**src/rtl/alu_decode_pkg.sv**
```systemverilog
// alu_decode_pkg
//   Definitions shared by the ALU decode stage and the execution unit:
//   RV64I opcode constants, funct7 patterns, the FuncClass / ShiftFn /
//   LogicFn encodings, and the decoded bundle struct.
package alu_decode_pkg;

    localparam logic [6:0] OPC_OP        = 7'b0110011;
    localparam logic [6:0] OPC_OP_IMM    = 7'b0010011;
    localparam logic [6:0] OPC_OP_32     = 7'b0111011;
    localparam logic [6:0] OPC_OP_IMM_32 = 7'b0011011;
    localparam logic [6:0] OPC_LUI       = 7'b0110111;

    localparam logic [6:0] F7_ZERO = 7'b0000000;
    localparam logic [6:0] F7_ALT  = 7'b0100000;

    typedef enum logic [1:0] {
        FC_LOGIC = 2'b00,
        FC_SHIFT = 2'b01,
        FC_SLT   = 2'b10,
        FC_SLTU  = 2'b11
    } func_class_e;

    typedef enum logic [1:0] {
        SF_PASS = 2'b00,
        SF_SLL  = 2'b01,
        SF_SRL  = 2'b10,
        SF_SRA  = 2'b11
    } shift_fn_e;

    typedef enum logic [1:0] {
        LF_AND    = 2'b00,
        LF_OR     = 2'b01,
        LF_XOR    = 2'b10,
        LF_PASS_B = 2'b11
    } logic_fn_e;

    typedef struct packed {
        func_class_e func_class;
        shift_fn_e   shift_fn;
        logic_fn_e   logic_fn;
        logic        addn_sub;
        logic        ext_word;
        logic        b_sel;
        logic [63:0] imm;
        logic [4:0]  rs1;
        logic [4:0]  rs2;
        logic [4:0]  rd;
        logic        illegal;
    } decode_t;

endpackage

```
**src/rtl/alu_decode_comb.sv**
```systemverilog
// alu_decode_comb
//   Purely combinational RV64I integer-ALU decoder.
//   Ports:
//     inst  in  32  instruction word
//     dec   out     decoded bundle (controls, immediate, reg addresses, illegal)
//   Optional feature: define ALU_DECODE_WORD_OPS_EN to decode OP-32 and
//   OP-IMM-32; otherwise those opcodes decode as illegal and ext_word is 0.
module alu_decode_comb
    import alu_decode_pkg::*;
(
    input  logic [31:0] inst,
    output decode_t     dec
);

    logic [6:0]         opcode;
    logic [2:0]         funct3;
    logic [6:0]         funct7;
    logic               alt;
    logic               legal;
    logic signed [63:0] imm_i;
    logic signed [63:0] imm_u;
    decode_t            ctl;

    assign opcode = inst[6:0];
    assign funct3 = inst[14:12];
    assign funct7 = inst[31:25];
    assign alt    = (funct7 == F7_ALT);
    assign imm_i  = {{52{inst[31]}}, inst[31:20]};
    assign imm_u  = {{32{inst[31]}}, inst[31:12], 12'b0};

    // Shared funct3 -> execution-unit control mapping for register and
    // immediate forms; alt selects SUB or SRA where it applies.
    function automatic decode_t alu_fields(input logic [2:0] f3, input logic alt_sel);
        decode_t r;
        r = '0;
        case (f3)
            3'b000: begin r.func_class = FC_SHIFT; r.shift_fn = SF_PASS; r.addn_sub = alt_sel; end
            3'b001: begin r.func_class = FC_SHIFT; r.shift_fn = SF_SLL; end
            3'b010: begin r.func_class = FC_SLT;   r.addn_sub = 1'b1; end
            3'b011: begin r.func_class = FC_SLTU;  r.addn_sub = 1'b1; end
            3'b100: begin r.func_class = FC_LOGIC; r.logic_fn = LF_XOR; end
            3'b101: begin r.func_class = FC_SHIFT; r.shift_fn = alt_sel ? SF_SRA : SF_SRL; end
            3'b110: begin r.func_class = FC_LOGIC; r.logic_fn = LF_OR; end
            default: begin r.func_class = FC_LOGIC; r.logic_fn = LF_AND; end
        endcase
        return r;
    endfunction

    always_comb begin
        ctl   = '0;
        legal = 1'b0;
        case (opcode)
            OPC_OP: begin
                legal = (funct7 == F7_ZERO) || (alt && (funct3 == 3'b000 || funct3 == 3'b101));
                ctl   = alu_fields(funct3, alt);
            end
            OPC_OP_IMM: begin
                // Shifts carry a 6-bit shamt, so only inst[31:26] is a function field.
                if (funct3 == 3'b001)
                    legal = (inst[31:26] == 6'b000000);
                else if (funct3 == 3'b101)
                    legal = (inst[31:26] == 6'b000000) || (inst[31:26] == 6'b010000);
                else
                    legal = 1'b1;
                ctl       = alu_fields(funct3, (funct3 == 3'b101) && inst[30]);
                ctl.b_sel = 1'b1;
                ctl.imm   = imm_i;
            end
`ifdef ALU_DECODE_WORD_OPS_EN
            OPC_OP_32: begin
                case (funct3)
                    3'b000, 3'b101: legal = (funct7 == F7_ZERO) || alt;
                    3'b001:         legal = (funct7 == F7_ZERO);
                    default:        legal = 1'b0;
                endcase
                ctl          = alu_fields(funct3, alt);
                ctl.ext_word = 1'b1;
            end
            OPC_OP_IMM_32: begin
                // Word shifts have a 5-bit shamt: inst[25] must stay clear.
                case (funct3)
                    3'b000:  legal = 1'b1;
                    3'b001:  legal = (funct7 == F7_ZERO);
                    3'b101:  legal = (funct7 == F7_ZERO) || alt;
                    default: legal = 1'b0;
                endcase
                ctl          = alu_fields(funct3, (funct3 == 3'b101) && alt);
                ctl.ext_word = 1'b1;
                ctl.b_sel    = 1'b1;
                ctl.imm      = imm_i;
            end
`else
            OPC_OP_32, OPC_OP_IMM_32: legal = 1'b0;
`endif
            OPC_LUI: begin
                legal        = 1'b1;
                ctl.logic_fn = LF_PASS_B;
                ctl.b_sel    = 1'b1;
                ctl.imm      = imm_u;
            end
            default: legal = 1'b0;
        endcase

        // Illegal instructions carry no controls, but register fields stay raw.
        if (!legal)
            ctl = '0;
        ctl.rs1     = inst[19:15];
        ctl.rs2     = inst[24:20];
        ctl.rd      = inst[11:7];
        ctl.illegal = !legal;
        dec         = ctl;
    end

endmodule

```
**src/rtl/alu_decode_stage.sv**
```systemverilog
// alu_decode_stage
//   One-cycle registered ALU decode stage with valid/ready handshake and a
//   saturating illegal-instruction counter.
//   Ports:
//     clk, reset_n                 clock, asynchronous active-low reset
//     in_valid/in_ready, in_inst   instruction handshake and word
//     out_valid/out_ready          decoded-bundle handshake
//     FuncClass, ShiftFn, LogicFn  execution-unit control fields (2 bits)
//     AddnSub, ExtWord, BSel       subtract, word op, B from immediate
//     Imm                          64-bit sign-extended immediate
//     rs1, rs2, rd                 register addresses
//     Illegal, IllegalCount        illegal flag, saturating illegal count
//   Optional feature: ALU_DECODE_WORD_OPS_EN enables word-op decoding.
module alu_decode_stage
    import alu_decode_pkg::*;
(
    input  logic        clk,
    input  logic        reset_n,
    input  logic        in_valid,
    output logic        in_ready,
    input  logic [31:0] in_inst,
    output logic        out_valid,
    input  logic        out_ready,
    output logic [1:0]  FuncClass,
    output logic [1:0]  ShiftFn,
    output logic [1:0]  LogicFn,
    output logic        AddnSub,
    output logic        ExtWord,
    output logic        BSel,
    output logic [63:0] Imm,
    output logic [4:0]  rs1,
    output logic [4:0]  rs2,
    output logic [4:0]  rd,
    output logic        Illegal,
    output logic [15:0] IllegalCount
);

    decode_t     dec_p0;
    decode_t     dec_p1;
    logic        vld_p1;
    logic [15:0] ill_cnt;
    logic        accept;

    function automatic logic [15:0] sat_inc(input logic [15:0] v);
        return (v == 16'hFFFF) ? v : v + 16'd1;
    endfunction

    alu_decode_comb u_comb (
        .inst (in_inst),
        .dec  (dec_p0)
    );

    // Single-entry register: a new bundle may enter whenever the current one
    // is absent or leaving this cycle.
    assign in_ready = !vld_p1 || out_ready;
    assign accept   = in_valid && in_ready;

    // ---- stage p0 -> p1: decoded bundle register ----
    always_ff @(posedge clk or negedge reset_n) begin
        if (!reset_n) begin
            vld_p1  <= 1'b0;
            dec_p1  <= '0;
            ill_cnt <= '0;
        end else begin
            if (accept) begin
                dec_p1 <= dec_p0;
                vld_p1 <= 1'b1;
                if (dec_p0.illegal)
                    ill_cnt <= sat_inc(ill_cnt);
            end else if (out_ready) begin
                vld_p1 <= 1'b0;
            end
        end
    end

    assign out_valid    = vld_p1;
    assign FuncClass    = dec_p1.func_class;
    assign ShiftFn      = dec_p1.shift_fn;
    assign LogicFn      = dec_p1.logic_fn;
    assign AddnSub      = dec_p1.addn_sub;
    assign ExtWord      = dec_p1.ext_word;
    assign BSel         = dec_p1.b_sel;
    assign Imm          = dec_p1.imm;
    assign rs1          = dec_p1.rs1;
    assign rs2          = dec_p1.rs2;
    assign rd           = dec_p1.rd;
    assign Illegal      = dec_p1.illegal;
    assign IllegalCount = ill_cnt;

endmodule

```
**config.mk**
```make
export PLATFORM = sky130hd
export DESIGN_NAME = alu_decode_stage
export DESIGN_NICKNAME = d
export VERILOG_FILES = /design/src/rtl/alu_decode_pkg.sv /design/src/rtl/alu_decode_comb.sv /design/src/rtl/alu_decode_stage.sv
export SDC_FILE = /design/constraint.sdc
export NUM_CORES = 1
export LEC_CHECK = 0
export BUFFER_PORTS_ARGS = -buffer_cell sky130_fd_sc_hd__buf_2
export CAP_MARGIN = 20
export CORE_MARGIN = 2
export CORE_UTILIZATION = 53
export DETAILED_ROUTE_END_ITERATION = 10
export PLACE_DENSITY = 0.81
export SYNTH_ARGS = -nofsm -noshare
export SYNTH_HDL_FRONTEND = slang
export SYNTH_HIERARCHICAL = 1
export SYNTH_SLANG_ARGS = --single-unit
```
**constraint.sdc**
```tcl
create_clock -name clk -period 2.08 [get_ports clk]
set_input_delay 0.208 -clock clk [delete_from_list [all_inputs] [get_ports clk]]
set_output_delay 0.208 -clock clk [all_outputs]
set_load 0.02 [all_outputs]
```
**After elaboration in Yosys (flattened, before gate mapping)**

Cells that the tools add are included.

- Add/sub/neg operators: 1
- Eq/ne operators: 12
- Muxes and demuxes: 18
- Bitwise operators: 2
- Reductions and logical operators: 17

Operators with widths:

| kind | count |
|---|---|
| 65-bit one-hot mux with 2 select lines | 1 |
| 89-bit two-way mux | 1 |
| 7-bit by 6-bit equality test with 1-bit output (second input constant) | 3 |
| 2-bit one-hot mux with 2 select lines | 5 |
| 16-bit by 1-bit adder with 16-bit output (second input constant) | 1 |
| 16-bit equality test (second input constant) | 1 |
| 3-bit equality test (second input constant) | 3 |
| 4-bit one-hot mux with 2 select lines | 1 |
| 7-bit by 5-bit equality test with 1-bit output (second input constant) | 1 |
| 7-bit logical NOT | 1 |
| 3-bit by 2-bit equality test with 1-bit output (second input constant) | 2 |
| 6-bit by 5-bit equality test with 1-bit output (second input constant) | 1 |
| 6-bit logical NOT | 1 |
| 1-bit two-way mux | 6 |
| 2-bit one-hot mux with 3 select lines | 1 |
| 1-bit logical OR | 4 |
| 1-bit one-hot mux with 2 select lines | 2 |
| 2-bit OR reduction | 2 |
| 3-bit by 1-bit equality test with 1-bit output (second input constant) | 1 |
| 1-bit logical AND | 3 |
| 3-bit logical NOT | 1 |
| 1-bit one-hot mux with 3 select lines | 1 |
| 3-bit AND reduction | 1 |
| 3-bit OR reduction | 1 |
| 3 further kinds | 5 |

- Bits in registers: 106
- Input bits: 36
- Logic and storage cells: 63

**Longest topological paths before layout**

- Depth in word-level cells: 7
- Gate-level depth with buffers: 9

**By module**

Netlist, hierarchy kept.

By module, submodules not included:

| module | times used | cells an instance | area each (µm²) | sequential area each (µm²) |
|---|---|---|---|---|
| alu_decode_stage | 1 | 255 | 4051.4 | 2652.5 |
| alu_decode_comb | 1 | 128 | 937.1 | 0.0 |

**Worst setup path before layout**

OpenSTA, ideal clock, no wires.

- Kind: input-to-reg
- Start point: in in_inst[26]
- End point: reg dec_p1 (netlist bit Imm[32])
- Arrival: 2.127 ns
- Path slack: -0.112 ns
- Stages on the path: 6
- Cell sequence: or3_4 -> o41ai_4 -> and2_1 -> o21a_1 -> buf_4 -> mux2_2

RTL lines:

| what | RTL line | text |
|---|---|---|
| start: declaration | alu_decode_stage.sv:21 | `input logic [31:0] in_inst,` |
| end signal: assignment | alu_decode_stage.sv:66 | `dec_p1 <= dec_p0;` |
| end: declaration | alu_decode_stage.sv:39 | `decode_t dec_p1;` |

**Worst setup path in the final report**

- Start point: reg ill_cnt[1] (netlist: IllegalCount[1])
- End point: reg ill_cnt[0] (netlist: IllegalCount[0])

- Longest elaborated chain between the ends: 3

RTL lines:

| what | RTL line | text |
|---|---|---|
| start: declaration | alu_decode_stage.sv:41 | `logic [15:0] ill_cnt;` |
| start signal: assignment | alu_decode_stage.sv:69 | `ill_cnt <= sat_inc(ill_cnt);` |
| 16-bit equality test | alu_decode_stage.sv:45 | `return (v == 16'hFFFF) ? v : v + 16'd1;` |
| 1-bit NOT (no source line) | -- |  |
| 3-bit AND reduction (no source line) | -- |  |

No other way between the ends.
A chain may end at the register's enable or synchronous reset.

==> results.py <==
metrics = {
    "run_status": {
        "outcome": "complete, no violations",
    },
    "finish": {
        "fillers": 715,
        "final_area_um2": 6000,
        "n_antenna_cell": 0,
        "finalNetCount": 549,
        "syn_to_final_growth_pct": 20.2,
        "drive_above_1_share_pct": 58.3,
    },
    "routing": {
        "first_pass_iters": 6,
        "ant_nets": 0,
        "drt_wl_total_um": 10000,
        "drc": 0,
        "wl_per_cell_um": 16.0,
        "drt-initial-drc-count": 65,
        "vias": 3326,
        "routed_via_density": 5.31,
    },
    "synth": {
        "synth_nets": 420,
        "synth-async-reset-ratio_pct": 100,
        "synth_area_leader_cell": "dfrtp_1",
        "synth_edf_count": 0,
        "syn_area_um2": 4990,
        "synthFlopType": "dfrtp_1",
        "ys_warn_count": 6,
        "synthCells": 383,
        "ys_top_cells_by_area": "dfrtp_1 53%, mux2_2 20%, buf_4 7.2%",
        "ys_ff_latch": 106,
        "post_synth_num_cell_types": 49,
        "avgSynthCellArea_um2": 13.0,
        "synth_top_area_share_pct": 53.2,
        "ys_seq_area_share_pct": 53.2,
    },
    "placed_design": {
        "pre_cts_ws_ns": -0.311,
        "gp_congestion": 0.880,
        "dpl_cell_area_um2": 5770,
        "io_buffers": 142,
        "dpl.hpwl_um": 7370,
    },
    "timing": {
        "worst_slack_ns": 0.151,
        "setup_viol": 0,
        "final.setup.tns_ns": 0,
        "slew_headroom_pct": 66.2,
        "fmax_ghz": 0.518,
        "finalCritPeriodShare_pct": 92.7,
        "hold_slack_ns": 0.0650,
        "worst_slew_pin_slew_ns": 0.499,
        "slew_violations": 0,
        "rsz0062_at_grt": "false",
        "finClkSkew_ns": 0.0151,
        "period_needed_ns": 1.93,
        "finalHoldViolCount": 0,
    },
    "setup_path": {
        "cp_slowest_cell": "dfrtp_1",
        "slowest_delay_ns": 0.46,
        "path_class": "reg2reg",
        "crit_path_end_kind": "register",
        "cpMostUsedCell": "buf_4",
        "crit_fanout": 7,
        "timing.critical_path.buf_inv": 2,
        "critPathRequiredTime_ns": 2.34,
        "startpoint_type": "register",
        "crit_arrival_ns": 2.19,
        "path_cells": "ha_1 > nand2_1 > nor3_1 > a31oi_2 > buf_4 > buf_4 > xor2_1",
        "crit_family": "simple AND/OR/NAND/NOR gates",
    },
    "floorplanning": {
        "core_area_um2": 9200,
        "num_rows": 35,
        "die_w_um": 101,
        "io_pins": 143,
        "dieHeight_um": 101,
        "start_util_pct": 54.2,
        "dieArea_um2": 10200,
    },
    "clocking": {
        "cts.sinks": 106,
        "cts_tree": "yes",
        "cts_setup_buffers": 0,
        "worstSkewPairLatency_ns": 0.37,
        "cts_max_path_buffers": 2,
        "cts_inserted_buffers": 9,
        "h-tree-depth": 3,
        "cts-root-buf": "clkbuf_8",
        "clk_transition_reported_paths_ns": 0.10,
    },
    "global_routing": {
        "grtUsageTotal_pct": 20.1,
        "antenna_found_initial": 0,
        "busiest_layer": "met2",
        "grt_use_met2_pct": 32.6,
        "grt_pass1_wl_um": 16100,
        "grt_use_met1_pct": 26.3,
        "grt-ovfl-total": 0,
        "grt_pass1_vias": 3342,
        "met3_usage_pct": 6.10,
        "grt_max_degree": 45,
    },
    "power": {
        "powerDensity_nw_per_um2": 737,
        "p_total_uw": 4420,
        "peakVddDrop_mv": 0.599,
        "power.static_leakage_uw": 0.00341,
    },
    "min_path": {
        "hp-class": "in2reg",
    },
    "flow_run": {
        "maxCapViolations": 0,
    },
}
[sequential cells by signal, summed over array words and instances (netlist names), 2 cells and up]
signal,count
Imm,64
IllegalCount,16
rd,5
rs1,5
rs2,5
FuncClass,2
LogicFn,2
ShiftFn,2
[metrics by stage]
| step | instances | utilization [%] |
|---|---|---|
| finish | 626 | 65.2 |
| global route | 626 | 65.2 |
| CTS | 626 | 65.2 |
| detailed placement | 611 | 62.7 |
| global placement | 611 | 62.7 |
| floorplan | 383 | - |
[power by group]
group / leakage (uW) / total [uW] / internal, uW / switching [uW]
registers: 0.00141 / 2290 / 2180 / 109
logic: 0.00189 / 756 / 325 / 431
clock network: 0.000105 / 1370 / 703 / 668
total: 0.00341 / 4420 / 3210 / 1210
[path summary, 6_finish.rpt]
check	startpoint	end	slack, ns	cells past startpoint
worst min-delay path	in_inst[8]	rd[1]	0.06	2
worst max register to register	IllegalCount[1]	IllegalCount[0]	0.15	7
max in group asynchronous	reset_n	Imm[48]	0.99	3
worst min register to register	IllegalCount[5]	IllegalCount[5]	0.51	1
min in group asynchronous	reset_n	rd[3]	0.32	2
worst max-delay path	IllegalCount[1]	IllegalCount[0]	0.15	7
[routing by layer]
metal / wire (um) / vias to the layer above
li1: - / 1559
met1: 4300 / 1637
met2: 4870 / 119
met3: 722 / 11
met4: 134 / 0
met5: 0 / -
[timing repair]
| item | in CTS | in global routing |
|---|---|---|
| hold buffers | 1 | 0 |
| setup endpoints to repair | 0 | 5 |
| gates resized for setup | 0 | 1 |
| hold endpoints to repair | 32 | 0 |
[layout make-up]
type	count	area (um2)	share of cell area, %
multi-input cells	213	1920	31.9
clock buffers	10	138	2.30
inverters	1	3.75	0.0626
well taps	111	139	2.32
repair buffers	181	1070	17.9
clock inverters	4	76.3	1.27
flip-flops and latches	106	2650	44.2
[placed cells by master, fill, tap and decap left out, drive strengths merged, types with 4 or more instances in the layout]
master  Yosys  layout
nor3        4       4
nor2b       5       5
nor2        9       9
clkbuf      1      10
nand4       7       7
buf        62     180
nand2      13      13
a21o       19      19
xor2        6       6
xnor2       9       9
nand3       4       4
and3       12      12
dfrtp     106     106
mux2       89      89
[cells by family (layout without fill, tap and decap cells)]
family	after synthesis	in the layout	share of synthesized area (%)
flops	106	106	53.2
mux	89	89	20.1
simple gates	75	75	9.73
buf+inv	64	196	8.78
compound gates	32	32	5.27
xor+xnor	15	15	2.63
fa+ha+maj	1	1	0.251
other cells	1	1	0.0752
[synth_stat cells (2+ instances only)]
| cell | count |
|---|---|
| dfrtp_1 | 106 |
| buf_4 | 48 |
| nand2b_1 | 3 |
| nand2_1 | 12 |
| nand4_1 | 7 |
| nor3_1 | 2 |
| a31oi_1 | 2 |
| and4_1 | 2 |
| nand3_1 | 4 |
| mux2_2 | 89 |
| nor3_2 | 2 |
| and2_1 | 2 |
| buf_2 | 14 |
| a21o_1 | 19 |
| xnor2_1 | 9 |
| nor2b_1 | 5 |
| and3_1 | 11 |
| nor2_1 | 9 |
| xor2_1 | 6 |
| nor4b_2 | 2 |
No activity file was read; power rests on OpenSTA's default activity.
